File: src/rtl/wrap_mon_pkg.sv
// Shared types for the wrap event monitor: FSM states, event record, width defaults.
// The ERR state only exists when WRAP_MON_CHECK_EN is defined.
package wrap_mon_pkg;
    localparam int CW_DEF        = 10;
    localparam int GW_DEF        = 16;
    localparam int SEQ_W         = 8;
    localparam int DEFAULT_LIMIT = 500;

`ifdef WRAP_MON_CHECK_EN
    typedef enum logic [1:0] {IDLE, RUN, ERR} state_t;
`else
    typedef enum logic [1:0] {IDLE, RUN} state_t;
`endif

    typedef struct packed {
        logic [SEQ_W-1:0]  seq;
        logic [GW_DEF-1:0] gap;
    } evt_t;

    function automatic logic [GW_DEF-1:0] sat_inc(input logic [GW_DEF-1:0] v);
        return (v == '1) ? v : v + 1'b1;
    endfunction
endpackage

File: src/rtl/wrap_event_monitor_if.sv
// Wrap event stream: show-ahead head of the event FIFO with valid/ready handshake.
// master = monitor (drives head), slave = consumer (drives ready).
interface wrap_event_monitor_if #(
    parameter int GW = wrap_mon_pkg::GW_DEF
);
    logic                          evt_valid;
    logic                          evt_ready;
    logic [wrap_mon_pkg::SEQ_W-1:0] evt_seq;
    logic [GW-1:0]                 evt_gap;

    modport master (output evt_valid, output evt_seq, output evt_gap, input evt_ready);
    modport slave  (input evt_valid, input evt_seq, input evt_gap, output evt_ready);
endinterface

File: src/rtl/wrap_evt_fifo.sv
// Show-ahead synchronous FIFO; push visible one edge later, head is zero when empty.
// Push while full is accepted only if a pop happens on the same edge, otherwise ignored.
module wrap_evt_fifo
    import wrap_mon_pkg::*;
#(
    parameter int  DEPTH = 4,
    parameter type T     = evt_t,
    localparam int AW    = $clog2(DEPTH)
) (
    input  logic        i_clk,
    input  logic        i_rst,
    input  logic        i_push,
    input  T            i_push_dat,
    input  logic        i_pop,
    output T            o_head,
    output logic        o_full,
    output logic        o_empty,
    output logic [AW:0] o_level
);
    T              r_mem [DEPTH];
    logic [AW-1:0] r_wr_ptr;
    logic [AW-1:0] r_rd_ptr;
    logic [AW:0]   r_level;
    logic          w_do_push;
    logic          w_do_pop;

    assign o_empty   = (r_level == '0);
    assign o_full    = (r_level == (AW+1)'(DEPTH));
    assign o_level   = r_level;
    assign w_do_pop  = i_pop && !o_empty;
    assign w_do_push = i_push && (!o_full || w_do_pop);
    assign o_head    = o_empty ? '0 : r_mem[r_rd_ptr];

    always_ff @(posedge i_clk) begin
        if (w_do_push) begin
            r_mem[r_wr_ptr] <= i_push_dat;
        end
    end

    // Pointers wrap naturally because DEPTH is a power of two.
    always_ff @(posedge i_clk) begin
        if (i_rst) begin
            r_wr_ptr <= '0;
            r_rd_ptr <= '0;
            r_level  <= '0;
        end else begin
            if (w_do_push) r_wr_ptr <= r_wr_ptr + 1'b1;
            if (w_do_pop)  r_rd_ptr <= r_rd_ptr + 1'b1;
            r_level <= r_level + {{AW{1'b0}}, w_do_push} - {{AW{1'b0}}, w_do_pop};
        end
    end
endmodule

File: src/rtl/wrap_event_monitor.sv
// Detects counter wraps, measures inter-wrap gaps, queues {seq,gap} events; event visible one edge after the wrap.
// Consumer backpressures via evt_ready; full FIFO without pop drops the event (sticky overflow). WRAP_MON_CHECK_EN adds a shadow checker.
module wrap_event_monitor
    import wrap_mon_pkg::*;
#(
    parameter int DEPTH = 4,
    parameter int CW    = CW_DEF,
    parameter int GW    = GW_DEF
) (
    input  logic                     i_clk,
    input  logic                     i_rst,
    input  logic                     i_step,
    input  logic [CW-1:0]            i_cnt,
    input  logic [CW-1:0]            i_limit,
    wrap_event_monitor_if.master     evt,
    output logic [GW-1:0]            o_wrap_count,
    output logic [$clog2(DEPTH):0]   o_level,
    output logic                     o_overflow,
    output logic                     o_err
);
    state_t           r_state;
    state_t           w_state_nxt;
    logic [GW-1:0]    r_gap;
    logic [GW-1:0]    r_wrap_count;
    logic [SEQ_W-1:0] r_seq;
    logic             r_overflow;
    logic             w_wrap;
    logic             w_gap_cnt;
    logic             w_pop;
    logic             w_full;
    logic             w_empty;
    evt_t             w_push_dat;
    evt_t             w_head;

`ifdef WRAP_MON_CHECK_EN
    logic [CW-1:0] r_shadow;
    logic          w_chk_fail;

    // Independent model of the upstream counter, compared against its pre-edge value.
    always_ff @(posedge i_clk) begin
        if (i_rst) begin
            r_shadow <= '0;
        end else if (i_step) begin
            r_shadow <= (r_shadow == i_limit) ? {{(CW-1){1'b0}}, 1'b1} : r_shadow + 1'b1;
        end
    end

    assign w_chk_fail = (i_cnt != r_shadow) || (i_cnt > i_limit);
    assign o_err      = (r_state == ERR);
`else
    assign o_err      = 1'b0;
`endif

    always_comb begin
        w_state_nxt = r_state;
        w_wrap      = 1'b0;
        w_gap_cnt   = 1'b0;
        unique case (r_state)
            IDLE, RUN: begin
                w_wrap    = i_step && (i_cnt == i_limit);
                // The first step already counts toward the first gap.
                w_gap_cnt = (r_state == RUN) || i_step;
                if (r_state == IDLE && i_step) w_state_nxt = RUN;
`ifdef WRAP_MON_CHECK_EN
                if (w_chk_fail) begin
                    w_wrap      = 1'b0;
                    w_state_nxt = ERR;
                end
`endif
            end
            default: w_state_nxt = r_state;
        endcase
    end

    always_ff @(posedge i_clk) begin
        if (i_rst) begin
            r_state      <= IDLE;
            r_gap        <= '0;
            r_seq        <= '0;
            r_wrap_count <= '0;
            r_overflow   <= 1'b0;
        end else begin
            r_state <= w_state_nxt;
            if (w_wrap) begin
                r_gap        <= '0;
                r_seq        <= r_seq + 1'b1;
                r_wrap_count <= sat_inc(r_wrap_count);
            end else if (w_gap_cnt) begin
                r_gap <= sat_inc(r_gap);
            end
            if (w_wrap && w_full && !w_pop) r_overflow <= 1'b1;
        end
    end

    always_comb begin
        w_push_dat     = '0;
        w_push_dat.seq = r_seq;
        w_push_dat.gap = sat_inc(r_gap);
    end

    assign w_pop = !w_empty && evt.evt_ready;

    wrap_evt_fifo #(
        .DEPTH (DEPTH),
        .T     (evt_t)
    ) u_fifo (
        .i_clk      (i_clk),
        .i_rst      (i_rst),
        .i_push     (w_wrap),
        .i_push_dat (w_push_dat),
        .i_pop      (w_pop),
        .o_head     (w_head),
        .o_full     (w_full),
        .o_empty    (w_empty),
        .o_level    (o_level)
    );

    assign evt.evt_valid = !w_empty;
    assign evt.evt_seq   = w_head.seq;
    assign evt.evt_gap   = w_head.gap;
    assign o_wrap_count  = r_wrap_count;
    assign o_overflow    = r_overflow;
endmodule

File: src/flat_wrapper.sv
// flat-port wrapper written by rule: the top's interface ports become plain ports
module wrap_event_monitor_flat import wrap_mon_pkg::*;
#(
    parameter int DEPTH = 4,
    parameter int CW    = CW_DEF,
    parameter int GW    = GW_DEF
)
  (i_clk, i_rst, i_step, i_cnt, i_limit, o_wrap_count, o_level, o_overflow, o_err, evt_evt_valid, evt_evt_seq, evt_evt_gap, evt_evt_ready);
  wrap_event_monitor_if #(.GW(GW)) evt_i ();
  input  logic i_clk;
  input  logic i_rst;
  input  logic i_step;
  input  logic [CW-1:0] i_cnt;
  input  logic [CW-1:0] i_limit;
  output logic [GW-1:0] o_wrap_count;
  output logic [$clog2(DEPTH):0] o_level;
  output logic o_overflow;
  output logic o_err;
  output wire logic [$bits(evt_i.evt_valid)-1:0] evt_evt_valid;
  output wire logic [$bits(evt_i.evt_seq)-1:0] evt_evt_seq;
  output wire logic [$bits(evt_i.evt_gap)-1:0] evt_evt_gap;
  input wire logic [$bits(evt_i.evt_ready)-1:0] evt_evt_ready;
  assign evt_evt_valid = evt_i.evt_valid;
  assign evt_evt_seq = evt_i.evt_seq;
  assign evt_evt_gap = evt_i.evt_gap;
  assign evt_i.evt_ready = evt_evt_ready;
  wrap_event_monitor #(.DEPTH(DEPTH), .CW(CW), .GW(GW)) u_core (.i_clk(i_clk), .i_rst(i_rst), .i_step(i_step), .i_cnt(i_cnt), .i_limit(i_limit), .evt(evt_i), .o_wrap_count(o_wrap_count), .o_level(o_level), .o_overflow(o_overflow), .o_err(o_err));
endmodule
File: config.mk
export PLATFORM = sky130hd
export DESIGN_NAME = wrap_event_monitor_flat
export DESIGN_NICKNAME = d
export VERILOG_FILES = /design/src/rtl/wrap_mon_pkg.sv /design/src/rtl/wrap_event_monitor_if.sv /design/src/rtl/wrap_evt_fifo.sv /design/src/rtl/wrap_event_monitor.sv /design/src/flat_wrapper.sv
export SDC_FILE = /design/constraint.sdc
export NUM_CORES = 1
export LEC_CHECK = 0
export CAP_MARGIN = 30
export CORE_MARGIN = 2
export CORE_UTILIZATION = 45
export CTS_CLUSTER_DIAMETER = 30
export CTS_CLUSTER_SIZE = 20
export DETAILED_ROUTE_END_ITERATION = 8
export GPL_ROUTABILITY_DRIVEN = 1
export HOLD_SLACK_MARGIN = 0.15
export PLACE_DENSITY = 0.66
export SYNTH_ARGS = -nofsm -noshare
export SYNTH_HDL_FRONTEND = slang
export SYNTH_SLANG_ARGS = --single-unit
File: constraint.sdc
create_clock -name i_clk -period 3.4 [get_ports i_clk]
set_input_delay 1.02 -clock i_clk [delete_from_list [all_inputs] [get_ports i_clk]]
set_output_delay 1.02 -clock i_clk [all_outputs]
set_load 0.01 [all_outputs]
# Word-level counts from Yosys, hierarchy flattened
# Memory sizes are Yosys's and may differ from the RTL's. A register that Yosys moved wholly into a read port is not among the register bits.
# Cells that the tools add are included.
[op_classes]
n_reduce_logical = 18
n_eq_ne = 4
n_mux = 8
bitwise_logic = 1
add_sub_neg = 7
[ops]
columns = ["operator", "n"]
rows = [
  ["adder 16 x 1 -> 16 bit, second input constant", 2],
  ["== test 16 bit, second input constant", 2],
  ["2-to-1 mux 24 bit", 1],
  ["2-to-1 mux 16 bit", 1],
  ["== test 10 bit", 1],
  ["adder 8 x 1 -> 8 bit, second input constant", 1],
  ["logical AND 1 bit", 7],
  ["adder 2 x 1 -> 2 bit, second input constant", 2],
  ["2-to-1 mux 1 bit", 4],
  ["2-to-1 mux 2 bit", 2],
  ["AND reduction 2 bit", 2],
  ["OR reduction 2 bit", 2],
  ["adder 3 x 1 -> 3 bit", 1],
  ["== test 3 bit, second input constant", 1],
  ["zero test 1 bit", 3],
  ["zero test 3 bit", 1],
  ["subtractor 3 x 1 -> 3 bit", 1],
  ["zero test 2 bit", 1],
  ["logical OR 1 bit", 2],
  ["NOT 1 bit", 1],
]
[totals]
out_inout_bits = 46
word_cells = 47
n_memories = 1
register_bits = 49
ram_bits = 96
[memory_table]
columns = ["memory", "words", "word_bits", "rd", "rd_clocked_by_memory_dff", "wr", "line_no", "rtl"]
rows = [
  ["u_core.u_fifo.r_mem", 4, 24, 1, 1, 1, "wrap_evt_fifo.sv:20", "T r_mem [DEPTH];"],
]

# Depth between registers and ports, before layout
[depth]
depth_word = 8
ltp_mapped = 11

# Hierarchy
# From an unflattened synthesis, not the netlist that was laid out.
[unflattened]
hier_cells = 511
area_unflattened_um2 = 6710.2
[by_module_without_submodules]
columns = ["module", "cells_each", "area_per_inst_um2", "n_inst", "seq_area_each_um2"]
rows = [
  ["wrap_evt_fifo", 202, 4215.3, 1, 3062.9],
  ["wrap_event_monitor", 309, 2494.9, 1, 840.8],
]

# Worst setup path after synthesis
# OpenSTA, ideal clock, no wires.
[synth_path]
path_kind = "input to register"
startpoint = "input port i_limit[3]"
endpoint = "register u_core.u_fifo.r_level[2] (netlist: u_core.u_fifo.o_level[2])"
setup_slack_ps = 402
t_arrival_ps = 2871
cell_stages = 11
setup_ps = 128
n_path_buf = 0
path_cell_list = "xnor2_1 > and4_1 > nand4_1 > ha_1 > inv_1 > ha_1 > inv_1 > fa_1 > xor2_1 > xnor2_1 > nor2_1"
[synth_between]
elab_chain_len = 6
[synth_rtl]
columns = ["item", "line_no", "rtl"]
rows = [
  ["from (decl)", "flat_wrapper.sv:14", "input logic [CW-1:0] i_limit;"],
  ["== test 10 bit", "wrap_event_monitor.sv:60", "w_wrap = i_step && (i_cnt == i_limit);"],
  ["logical AND 1 bit", "wrap_event_monitor.sv:60", ""],
  ["2-to-1 mux 1 bit", "wrap_event_monitor.sv:58", "unique case (r_state)"],
  ["logical AND 1 bit", "wrap_evt_fifo.sv:31", "assign w_do_push = i_push && (!o_full || w_do_pop);"],
  ["adder 3 x 1 -> 3 bit", "wrap_evt_fifo.sv:49", "r_level <= r_level + {{AW{1'b0}}, w_do_push} - {{AW{1'b0}}, w_do_pop};"],
  ["subtractor 3 x 1 -> 3 bit", "wrap_evt_fifo.sv:49", ""],
  ["to (signal assigned)", "wrap_evt_fifo.sv:49", ""],
  ["to (decl)", "wrap_evt_fifo.sv:23", "logic [AW:0] r_level;"],
]
# Every way passes these cells.
# A chain may end at the register's enable or synchronous reset.

# Worst setup path after layout
[layout_path]
startpoint = "register u_core.u_fifo.r_level[1] (netlist: u_core.u_fifo.o_level[1])"
endpoint = "output port evt_evt_gap[0]"
[layout_between]
elab_chain_len = 2
[layout_rtl]
columns = ["item", "line_no", "rtl"]
rows = [
  ["zero test 3 bit", "wrap_evt_fifo.sv:27", "assign o_empty = (r_level == '0);"],
  ["2-to-1 mux 24 bit", "wrap_evt_fifo.sv:32", "assign o_head = o_empty ? '0 : r_mem[r_rd_ptr];"],
  ["to (decl)", "flat_wrapper.sv:21", "output wire logic [$bits(evt_i.evt_gap)-1:0] evt_evt_gap;"],
]
# Every way passes these cells.

==> flow_summary.ini <==
[timing]
finalHoldViolCount = 0
period_minus_slack_ns = 3.246
worst_pin_slew_ns = 0.8330
fin_crit_sh_pct = 95.46
rsz0062_at_grt = no
relSlewSlack_pct = 44.01
slew_violations = 0
fin_worst_skew_ns = 0.009171
worst_slack_ns = 0.1545
finalSetupTns_ns = 0
setup_viol = 0
fmax_mhz = 308.1

[die]
die_h_um = 124.6
io_pins = 70
die_w_um = 124.6
core_region_area_sq_mm = 0.01437
start_util_pct = 45.52
rows = 44
die-area_sq_mm = 0.01552

[min_path]
hold_depth = 2
hold_start = u_core.o_overflow
hold_path_end = u_core.o_overflow
worstHoldPathType = reg -> reg

[clock_tree]
clk_pin_slew_ns = 0.06
cts_root_buffer = clkbuf_16
h-tree-depth = 4
cts_hold_buffers = 0
insertion_delay_ns = 0.41
cts_max_path_buffers = 2
numCtsBuffers = 17
cts_tree = yes
post-cts-setup-buffers = 0
numClockSinks = 147

[run_status]
outcome = completed

[placed_design]
port_buffers = 68
dp.cells = 745
dp_slack_ns = -0.07489
finalWeightedCongestion = 0.7800
dp_hpwl_mm = 8.153

[grt]
grt_pass1_vias = 4277
grt_max_degree = 27
track_usage_pct = 16.75
grt_pass1_wl_mm = 20.78
grt-ovfl-total = 0
antenna_found_initial = 0

[route]
drtIter0Drc = 278
wl_mm = 12.38
num_vias = 4218
drt-pass1-iter-count = 5
route.detailed.drc = 0
wl_per_cell_um = 15.94
antenna_left = 0
via_per_inst = 5.429

[final_layout]
layout-drive-gt1-share_pct = 15.18
multi_input_area_sq_mm = 0.002480
fin_util_pct = 56.49
syn2layout_area_growth_pct = 24.08
layout_common_cells = edfxtp_1, clkdlybuf4s50_1, dfxtp_1, nor2_1
stdcell_count = 777
nets = 614
antenna_cells = 0
register_area_sq_mm = 0.003904
nFillCells = 1171
final_common_cell = edfxtp_1

[logic_synthesis]
synthCells = 502
synth_area_sq_mm = 0.006541
yosysSeqAreaShare_pct = 59.68
yosys.cell_types.count = 46
ys_ff_latch = 147
synth_nets = 536
synth_area_per_cell_sq_um = 13.03
ys_warn_count = 0

[setup_path]
worst_r2r_path_depth = 10
cp.required_ns = 2.38
endpoint_kind = output port
cpMaxStageDelayCell = or3_2
cp_max_fo = 26
r2r_slack_ns = 0.64
cp-start-kind = register
cp.arrival_ns = 2.23
critPathKind = reg -> out
cp_cell_sequence = or3_2, and2_1, clkdlybuf4s50_1
slowest_delay_ns = 0.70
rr_endpoint = u_core.u_fifo.o_level[2]
rr_startpoint = u_core.u_fifo.o_level[1]

[power_and_ir_drop]
leakagePower_nw = 2.778
total_power_mw = 4.881
ir_worst_vdd_mv = 0.4205
power.density_mw_per_mm2 = 601.4

[flow_run]
drv_cap = 0
-- worst max-delay path: cells and delay by family, from the launching register on --
kind	cells	cell delay (ns)
and+or+nand+nor	2	0.95
buffers and inverters	1	0.48
DFF	1	0.37
-- cell type report --
class                      instances  share of cell area [%]
sequential                       147                   48.10
multi-input combinational        317                   30.55
timing repair buffer              87                   10.76
clock buffer                      19                   5.457
tap                              184                   2.836
clock inverter                    13                   1.834
inverter                          10                  0.4625
-- cells in the mapped netlist, drive strengths merged --
cell | number | share of area (%)
inv | 10 | 0.57
conb | 1 | 0.057
ha | 9 | 1.7
a31oi | 3 | 0.29
nor2 | 39 | 2.2
or2 | 2 | 0.19
and2 | 30 | 2.9
xnor2 | 29 | 3.9
and3 | 17 | 1.6
nand4 | 20 | 2.0
a41oi | 1 | 0.13
mux4 | 24 | 8.3
edfxtp | 96 | 44
a21oi | 19 | 1.5
o21a | 1 | 0.11
nand3 | 15 | 1.1
o31ai | 8 | 0.92
or4 | 12 | 1.4
buf | 7 | 0.65
dfxtp | 51 | 16
mux2 | 8 | 1.4
nor4 | 8 | 1.1
xor2 | 11 | 1.5
nor2b | 6 | 0.57
clkbuf | 21 | 1.2
mux2i | 2 | 0.31
nor3 | 5 | 0.38
and4 | 7 | 0.94
a31o | 2 | 0.27
o21ai | 4 | 0.31
fa | 1 | 0.31
and4b | 1 | 0.15
nor4b | 1 | 0.13
a211oi | 2 | 0.23
or3 | 6 | 0.57
a311oi | 2 | 0.27
nand2 | 21 | 1.2
-- logic make-up (layout without fill, tap and decap cells) --
logic type / Yosys count / after routing / synth area share (%)
and+or+nand+nor: 190 / 190 / 16.53
DFF: 147 / 147 / 59.68
AOI/OAI and AO/OA: 42 / 42 / 3.979
xor gates and xnor gates: 40 / 40 / 5.356
buffers and inverters: 38 / 129 / 2.429
muxes: 34 / 34 / 9.947
adders and majority gates: 10 / 10 / 2.028
other: 1 / 1 / 0.05733
-- metrics by stage --
step / hold slack (ns) / instance area, sq um
2_1_floorplan: 0.4723 / 6541
3_3_place_gp: 0.4477 / 7523
3_5_place_dp: 0.4875 / 7523
4_1_cts: 0.5056 / 8117
5_1_grt: 0.5299 / 8117
6_report: 0.5031 / 8117
-- where the power goes --
| group | switching [mW] | internal [mW] |
|---|---|---|
| Sequential | 0.0378 | 1.92 |
| Combinational | 0.468 | 0.623 |
| Clock | 0.718 | 1.11 |
-- how the worst max path moves through the flow --
stage	start	to
after global placement	evt_evt_ready	u_core.u_fifo.o_level[2]
final	u_core.u_fifo.o_level[1]	evt_evt_gap[0]
after CTS	u_core.u_fifo.o_level[1]	evt_evt_seq[5]
after detailed placement	i_limit[4]	u_core.u_fifo.o_level[2]
after floorplan	i_limit[3]	u_core.u_fifo.o_level[2]
after global routing	u_core.u_fifo.o_level[1]	evt_evt_gap[0]
-- registers in the layout (all words and copies together), names as in the netlist, named ones only --
signal / cells
u_core.u_fifo.r_rd_ptr: 2
u_core.u_fifo.r_mem: 96
u_core.u_fifo.o_level: 3
u_core.r_state: 1
u_core.u_fifo.r_wr_ptr: 2
u_core.o_overflow: 1
u_core.r_seq: 8
u_core.o_wrap_count: 16
u_core.r_gap: 16
-- routing by layer --
metal / global-route usage (%) / vias to the layer above / wire (um)
met5: 0 / - / 0
met1: 22.26 / 2063 / 5725
met4: 5.618 / 0 / 128
li1: - / 2041 / -
met2: 27.29 / 105 / 5932
met3: 3.866 / 9 / 598
-- repair_timing --
action / 4_1_cts / 5_1_grt
hold endpoints to repair: 0 / 0
resized for setup: 1 / 0
setup endpoints to repair: 22 / 0
Power figures use the tool's default switching activity.
